==> src/rtl/psm_pkg.sv <==
// rtl/psm_pkg.sv - constants and types shared by the XADC filter and the PSM controller
package psm_pkg;

    localparam int ADC_W   = 12;
    localparam int DRP_MSB = 15;
    localparam int DRP_LSB = 4;

    typedef enum logic {
        PRIME = 1'b0,
        RUN   = 1'b1
    } filt_state_t;

    localparam logic [ADC_W-1:0] DEFAULT_REF       = 12'd3700;
    localparam logic [ADC_W-1:0] DEFAULT_THRESHOLD = 12'd64;

endpackage

==> src/rtl/sample_watchdog.sv <==
// rtl/sample_watchdog.sv - saturating idle counter; expired while no kick for TIMEOUT_CYCLES clocks
module sample_watchdog #(
    parameter int TIMEOUT_CYCLES = 4096
) (
    input  logic clk,
    input  logic reset_in,
    input  logic kick,
    output logic expired,
    output logic expiring
);

    localparam int CNT_W = $clog2(TIMEOUT_CYCLES + 1);
    localparam logic [CNT_W-1:0] LIMIT      = CNT_W'(TIMEOUT_CYCLES);
    localparam logic [CNT_W-1:0] LIMIT_LESS = CNT_W'(TIMEOUT_CYCLES - 1);

    logic [CNT_W-1:0] r_count;

    always_ff @(posedge clk) begin
        if (reset_in) begin
            r_count <= '0;
        end else if (kick) begin
            r_count <= '0;
        end else if (r_count != LIMIT) begin
            r_count <= r_count + 1'b1;
        end
    end

    assign expired  = (r_count == LIMIT);
    // Lets the filter clear its state on the same edge that raises expired.
    assign expiring = !kick && (r_count == LIMIT_LESS);

endmodule

==> src/rtl/xadc_sample_filter.sv <==
// rtl/xadc_sample_filter.sv - boxcar average of XADC DRP samples with stale-ADC watchdog
// Optional spike clamp in RUN: define XADC_SAMPLE_FILTER_SPIKE_REJECT_EN.
module xadc_sample_filter
    import psm_pkg::*;
#(
    parameter int AVG_LOG2       = 3,
    parameter int TIMEOUT_CYCLES = 4096,
    parameter int SPIKE_LIMIT    = 64
) (
    input  logic              clk,
    input  logic              reset_in,
    input  logic              drdy_in,
    input  logic [15:0]       do_in,
    output logic [ADC_W-1:0]  filt_out,
    output logic              filt_valid,
    output logic              primed,
    output logic              stale,
    output logic [7:0]        spike_count
);

    localparam int WIN    = 1 << AVG_LOG2;
    localparam int SUM_W  = ADC_W + AVG_LOG2;
    localparam int FILL_W = AVG_LOG2 + 1;
    localparam logic [FILL_W-1:0] LAST_FILL = FILL_W'(WIN - 1);

    filt_state_t        r_state, w_state_next;
    logic [ADC_W-1:0]   r_buf [WIN];
    logic [ADC_W-1:0]   r_filt, w_filt_next;
    logic               r_valid, r_primed, w_primed_next;
    logic [SUM_W-1:0]   r_sum, w_sum_d, w_sum_next;
    logic [AVG_LOG2-1:0] r_ptr, w_ptr_d;
    logic [FILL_W-1:0]  r_fill, w_fill_d;
    logic [ADC_W-1:0]   w_raw, w_s, w_old, w_avg;
    logic               w_expired, w_expiring;
    logic               w_unused_bits;

    sample_watchdog #(.TIMEOUT_CYCLES(TIMEOUT_CYCLES)) u_watchdog (
        .clk      (clk),
        .reset_in (reset_in),
        .kick     (drdy_in),
        .expired  (w_expired),
        .expiring (w_expiring)
    );

    assign w_raw = do_in[DRP_MSB:DRP_LSB];
    assign w_unused_bits = ^{do_in[DRP_LSB-1:0], SPIKE_LIMIT[0]};

`ifdef XADC_SAMPLE_FILTER_SPIKE_REJECT_EN
    logic [ADC_W:0] w_hi_lim;
    logic           w_clamp_hi, w_clamp_lo;
    logic [7:0]     r_spike_count;

    // 13-bit compares so filt_out + SPIKE_LIMIT cannot wrap.
    assign w_hi_lim   = {1'b0, r_filt} + (ADC_W+1)'(SPIKE_LIMIT);
    assign w_clamp_hi = (r_state == RUN) && ({1'b0, w_raw} > w_hi_lim);
    assign w_clamp_lo = (r_state == RUN) &&
                        (({1'b0, w_raw} + (ADC_W+1)'(SPIKE_LIMIT)) < {1'b0, r_filt});
    assign w_s = w_clamp_hi ? w_hi_lim[ADC_W-1:0] :
                 w_clamp_lo ? (r_filt - ADC_W'(SPIKE_LIMIT)) : w_raw;

    always_ff @(posedge clk) begin
        if (reset_in) begin
            r_spike_count <= '0;
        end else if (drdy_in && (w_clamp_hi || w_clamp_lo) && (r_spike_count != 8'hFF)) begin
            r_spike_count <= r_spike_count + 8'd1;
        end
    end
    assign spike_count = r_spike_count;
`else
    assign w_s         = w_raw;
    assign spike_count = 8'd0;
`endif

    assign w_old      = (r_state == RUN) ? r_buf[r_ptr] : '0;
    assign w_sum_next = r_sum - {{AVG_LOG2{1'b0}}, w_old} + {{AVG_LOG2{1'b0}}, w_s};
    assign w_avg      = w_sum_next[SUM_W-1:AVG_LOG2];

    always_comb begin
        w_state_next  = r_state;
        w_filt_next   = r_filt;
        w_primed_next = r_primed;
        w_sum_d       = r_sum;
        w_ptr_d       = r_ptr;
        w_fill_d      = r_fill;
        if (drdy_in) begin
            w_sum_d = w_sum_next;
            w_ptr_d = r_ptr + 1'b1;
            if (r_state == PRIME) begin
                w_fill_d    = r_fill + 1'b1;
                w_filt_next = w_s;
                if (r_fill == LAST_FILL) begin
                    w_state_next  = RUN;
                    w_primed_next = 1'b1;
                    w_filt_next   = w_avg;
                end
            end else begin
                w_filt_next = w_avg;
            end
        end else if (w_expiring) begin
            w_state_next  = PRIME;
            w_primed_next = 1'b0;
            w_sum_d       = '0;
            w_ptr_d       = '0;
            w_fill_d      = '0;
        end
    end

    always_ff @(posedge clk) begin
        if (reset_in) begin
            r_state  <= PRIME;
            r_filt   <= '0;
            r_valid  <= 1'b0;
            r_primed <= 1'b0;
            r_sum    <= '0;
            r_ptr    <= '0;
            r_fill   <= '0;
        end else begin
            r_state  <= w_state_next;
            r_filt   <= w_filt_next;
            r_valid  <= drdy_in;
            r_primed <= w_primed_next;
            r_sum    <= w_sum_d;
            r_ptr    <= w_ptr_d;
            r_fill   <= w_fill_d;
        end
    end

    always_ff @(posedge clk) begin
        if (drdy_in && !reset_in) begin
            r_buf[r_ptr] <= w_s;
        end
    end

    assign filt_out   = r_filt;
    assign filt_valid = r_valid;
    assign primed     = r_primed;
    assign stale      = w_expired;

endmodule

==> config.mk <==
export PLATFORM = sky130hd
export DESIGN_NAME = xadc_sample_filter
export DESIGN_NICKNAME = d
export VERILOG_FILES = /design/src/rtl/psm_pkg.sv /design/src/rtl/sample_watchdog.sv /design/src/rtl/xadc_sample_filter.sv
export SDC_FILE = /design/constraint.sdc
export NUM_CORES = 1
export LEC_CHECK = 0
export CAP_MARGIN = 30
export CORE_ASPECT_RATIO = 1.75
export CORE_UTILIZATION = 38
export DETAILED_ROUTE_END_ITERATION = 8
export GPL_TIMING_DRIVEN = 0
export SETUP_SLACK_MARGIN = 0.1
export SYNTH_ARGS = -nofsm -noshare
export SYNTH_HDL_FRONTEND = slang
export SYNTH_SLANG_ARGS = --single-unit
==> constraint.sdc <==
create_clock -name clk -period 3.9 [get_ports clk]
set_input_delay 0.78 -clock clk [delete_from_list [all_inputs] [get_ports clk]]
set_output_delay 0.78 -clock clk [all_outputs]
set_load 0.005 [all_outputs]
Word-level counts from Yosys, hierarchy flattened
Memories as Yosys holds them, arrays and structs flattened. A register that Yosys moved wholly into a read port is not among the register bits.
Cells that the tools add are included.
W data, S select, Z words.
{ "word_totals": {"n_memories": 1, "regBits": 50, "ram_bits": 96, "in_bits": 19, "word_cells": 49, "romBits": 0, "out_inout_bits": 23, "latch_bits": 0} }
{ "classes": {"order_cmp": 0, "addsub": 5, "bitwise": 0, "reduce_logical": 8, "muxes": 21, "eq_ne": 6, "div_mod_pow": 0, "shifts": 0, "mul": 0} }
{ "memory_table": {"columns": ["memory", "depth", "word_bits", "read_ports", "rd_ports_with_merged_regs", "wr", "line", "text"], "rows": [
  ["r_buf", 8, 12, 1, 1, 1, "xadc_sample_filter.sv:27", "logic [ADC_W-1:0] r_buf [WIN];"]
]} }
{ "op_table": {"columns": ["cell", "count"], "rows": [
  ["$mux W12", 3],
  ["$mux W15", 2],
  ["$add A15 B12 Y15", 1],
  ["$sub A15 B12 Y15", 1],
  ["$add A13 B1 Y13 const B", 1],
  ["$eq A13 B12 Y1 const B", 1],
  ["$eq A13 B13 Y1 const B", 1],
  ["$ne A13 B13 Y1 const B", 1],
  ["$mux W3", 4],
  ["$mux W4", 3],
  ["$mux W1", 9],
  ["$add A4 B1 Y4 const B", 1],
  ["$eq A4 B3 Y1 const B", 1],
  ["$add A3 B1 Y3 const B", 1],
  ["$reduce_and A3 Y1", 1],
  ["$logic_and A1 B1 Y1", 2],
  ["$logic_not A1 Y1", 2],
  ["$ne A2 B1 Y1 const B", 1],
  ["$ne A2 B2 Y1 const B", 1],
  ["$reduce_and A2 Y1", 1],
  ["$reduce_bool A2 Y1", 1],
  ["$reduce_or A2 Y1", 1]
]} }

Longest topological paths before layout
{ "depth": {"ltp_word": 6, "depth_mapped": 15, "ltp_nobuf": 13} }

Hierarchy
Synthesis repeated with hierarchy kept, for this count alone.
{ "hier_totals": {"cells_unflattened": 564, "hier_area_um2": 7074.3} }
{ "modules_own_cells": {"columns": ["module", "area_each_um2", "instances", "cells_per_inst", "seq_area_each_um2"], "rows": [
  ["xadc_sample_filter", 6412.4, 1, 486, 3683.5],
  ["sample_watchdog", 661.9, 1, 78, 260.2]
]} }

Worst setup path after synthesis
Ideal clock, no wire load.
{ "synth_timing": {"path_kind": "register to register", "from": "register with a tool-made name", "to": "register r_sum[8]", "synth_period_minus_slack_ps": 3951, "n_path_buf": 2, "path_slack_ps": -51, "t_arrival_ps": 3834, "setup_time_ps": 117, "required_time_ps": 3783, "stages_incl_launch_ff": 14, "cell_sequence": "dfxtp_1 > clkbuf_1 > buf_2 > mux4_2 > mux2i_1 > nor2b_1 > fa_1 > inv_1 > fa_1 > a211oi_1 > o21bai_1 > a2111o_1 > a21o_1 > a32o_1"} }
{ "synth_lines": {"columns": ["element", "line", "text"], "rows": [
  ["to (signal assigned)", "xadc_sample_filter.sv:122", "r_sum <= w_sum_d;"],
  ["to (decl)", "xadc_sample_filter.sv:30", "logic [SUM_W-1:0] r_sum, w_sum_d, w_sum_next;"]
]} }

==> summary.md <==
| Metric | Value |
|---|---|
| Status | `finished clean` |
| Synth top area share | `40.8%` |
| Clock latency on the worst-skew pair | `0.42 ns` |
| Antenna Nets Post-Route | `0` |
| Core area | `18,100 µm²` |
| CP max-delay cell | `mux4_2` |
| Upper clock frequency limit | `265 MHz` |
| Mapped Area | `7070 µm²` |
| Worst IR Drop VDD | `0.363 mV` |
| Detailed Route Iter0 Violations | `241` |
| Post-route cell area | `8770 µm²` |
| Clock root buffer | `clkbuf_16` |
| Layout cells sized above 1 | `21.4%` |
| Gpl congestion | `0.895` |
| Post-Syn Area per Cell | `12.6 µm²` |
| Max Root-Sink Buffers | `2` |
| CTS tree | `built` |
| Slew HR | `50.4%` |
| Yosys cell types | `60` |
| Fill cells | `1,608` |
| Die Wd | `105 µm` |
| Synth Area in Compound Gates | `8.81%` |
| Final period util | `96.6%` |
| Rows | `65` |
| Mux cell area share after synthesis | `10.1%` |
| Setup tns final | `0 ns` |
| CTS clk-pin slew, worst paths | `0.06 ns` |
| Max_cap viols | `0` |
| Most area-hungry cell type in the Yosys netlist | `edfxtp_1` |
| Num CTS Buffers | `17` |
| Worst Clk Skew | `0.00695 ns` |
| Max incr delay on CP | `0.52 ns` |
| DP Area | `7810 µm²` |
| H-tree depth | `4` |
| DRC Markers | `0` |
| Wire per inst | `18.2 µm` |
| Top cells by area, synth | `edfxtp_1 41%, dfxtp_1 15%, mux4_2 7.6%, fa_1 3.4%, ha_1 3.4%` |
| Worst-margin pin slew | `0.743 ns` |
| Placed Cells incl. Taps | `841` |
| Ant diodes | `0` |
| Critical path's top delay family | `multiplexers` |
| Post-synth EDFFs | `96` |
| Overflow after GRT | `0` |
| Area Overhead vs Synth | `24.0%` |
| Port Buffers | `29` |
| # IOs | `42` |
| Most frequent cells in the layout | `96 x edfxtp_1, 54 x inv_1, 52 x dfxtp_1, 38 x nand2_1, 29 x clkdlybuf4s50_1` |
| Worst-path cell chain | `buf_8 > buf_12 > mux4_2 > mux2i_4 > nor2b_2 > fa_1 > inv_2 > fa_2 > a211oi_4 > o21ai_4 > a21o_1 > and2_0 > mux2_4 > a221oi_2` |
| Synth async-reset ratio | `0%` |
| #FFs+latches synth | `149` |
| Post-DP HPWL | `11,800 µm` |
| Vias in the first global route | `4,673` |
| Tmin final | `3.77 ns` |
| Largest net degree at the start of global routing | `17` |
| GRT Util Overall | `17.5%` |
| Crit Path Max Fanout | `5` |
| Top FF cell, synth | `edfxtp_1` |
| Required time of the worst setup path | `4.24 ns` |
| CTS Sinks | `149` |
| Xor/xnor cell area share of the yosys netlist | `2.80%` |
| Worst setup SP type | `flip-flop` |
| Die ar. | `19,200 µm²` |
| Die Ht | `182 µm` |
| Starting Density | `39.0%` |
| RSZ-0062 raised after global routing | `true` |
| CP endpoint kind | `flip-flop` |
| Worst EP arrival | `4.11 ns` |
| DR pass1 iterations | `4` |
| First-pass GRT wire length | `25,000 µm` |
| Fin. Hold Viols | `0` |
| Post-route setup slack | `0.131 ns` |
| Nets | `688` |
| Overall Power | `0.00489 W` |
| Synth Area in Adders | `6.76%` |
| Class of the worst hold path | `flip-flop to flip-flop` |
| Max Slew Vio Count | `0` |
| PD cells | `558 nW/µm²` |
| Post-Synthesis Cells | `562` |
| Vias | `4,536` |
| Bufs and invs on worst path | `3` |
| WS Path Type | `flip-flop to flip-flop` |
| Setup violators final | `0` |
| Leakage | `3.16 nW` |
| Dpl ws | `-0.795 ns` |
| Post-route insts no fill | `885` |
| Synth warnings | `0` |
| Leading cell type in the layout, fill and taps excluded | `edfxtp_1` |
| Total wire length | `16,100 µm` |
| Routed vias/inst | `5.13` |
| Synth Area in Simple Gates | `10.3%` |
| Largest family of logic cells by synthesized area | `simple AND/OR/NAND/NOR gates` |
| Initial antenna violation count | `0` |
| Sequential area share after synthesis | `55.8%` |
[worst paths after layout]
kind,from,cells past startpoint,to,slack (ns)
max,flip-flop,14,filt_out[9]$_SDFFE_PP0P_,0.13
min,r_sum[11]$_SDFFE_PP0N_,2,r_sum[11]$_SDFFE_PP0N_,0.45
max reg2reg,flip-flop,14,filt_out[9]$_SDFFE_PP0P_,0.13
min reg2reg,r_sum[11]$_SDFFE_PP0N_,2,r_sum[11]$_SDFFE_PP0N_,0.45
[synthesized netlist by cell type, types with 3 or more instances]
master / instances
a211oi_1: 4
a21o_1: 6
a21oi_1: 27
a22o_1: 8
a311oi_1: 5
a31oi_1: 3
and2_1: 4
buf_4: 8
buf_6: 3
clkbuf_1: 17
dfxtp_1: 53
edfxtp_1: 96
fa_1: 12
ha_1: 19
inv_1: 55
mux2_2: 3
mux2i_1: 14
mux4_2: 24
nand2_1: 38
nand2b_1: 6
nand3_1: 13
nand3b_1: 6
nand4b_1: 3
nor2_1: 27
nor2b_1: 15
nor3_1: 6
o21a_1: 3
o21ai_0: 17
o21bai_1: 3
or2_2: 3
or3_1: 5
xnor2_1: 10
xor2_1: 10
[layout make-up]
cell class	count	area, µm²	share of cell area [%]
tap	234	293	3.34
buffer	32	233	2.65
sequential	149	3950	45.0
inverter	55	206	2.36
multi-input combinational	333	3010	34.3
clock buffer	17	425	4.85
timing repair buffer	50	508	5.80
clock inverter	15	145	1.66
[metal layers]
layer / up-vias / part of all wire (%) / track usage [%]
li1: 2174 / - / -
met5: - / 0 / 0
met1: 2277 / 38 / 18.5
met4: 0 / 2.8 / 8.45
met3: 23 / 1.6 / 2.68
met2: 62 / 57 / 33.4
[per-stage QoR]
| stage | hold WS (ns) | util, % |
|---|---|---|
| after floorplan | 0.424 | - |
| after global placement | 0.439 | 42.4 |
| after detailed placement | 0.444 | 43.0 |
| after CTS | 0.456 | 46.9 |
| after global routing | 0.470 | 48.3 |
| final | 0.450 | 48.3 |
[cells by family (layout without fill, tap and decap cells)]
| group | count (synthesis) | count (layout) |
|---|---|---|
| flip-flops | 149 | 149 |
| AND/OR/NAND/NOR | 139 | 139 |
| AO/OA/AOI/OAI | 93 | 93 |
| buffers and inverters | 87 | 169 |
| multiplexers | 41 | 41 |
| adder cells (fa/ha/maj) | 31 | 31 |
| XOR/XNOR | 21 | 21 |
| other | 1 | 8 |
[tightest hold or removal path, cell delays in order, from the launching register on]
cell     delay, ns
dfxtp_1       0.31
nand2_1       0.05
o31ai_1       0.05
[sequential cells by signal (all words and copies together), names as in the netlist, named ones only]
| name | count |
|---|---|
| r_ptr | 3 |
| r_buf | 96 |
| filt_valid | 1 |
| r_state | 1 |
| filt_out | 12 |
| u_watchdog.r_count | 13 |
| r_fill | 4 |
| primed | 1 |
| r_sum | 15 |
[where the power goes]
part,internal (W),switching [W],total (W)
clock network,0.000893,0.000684,0.00158
registers,0.00176,0.0000469,0.00181
logic,0.000697,0.000811,0.00151
total,0.00335,0.00154,0.00489
[repair_timing]
action,CTS,global route
cloned,0,1
gates resized for setup,30,32
hold buffers,0,0
setup buffers,1,10
pin swaps,5,13
endpoints found under the setup margin,21,16
Note: power is estimated with default switching activity, not from simulation.
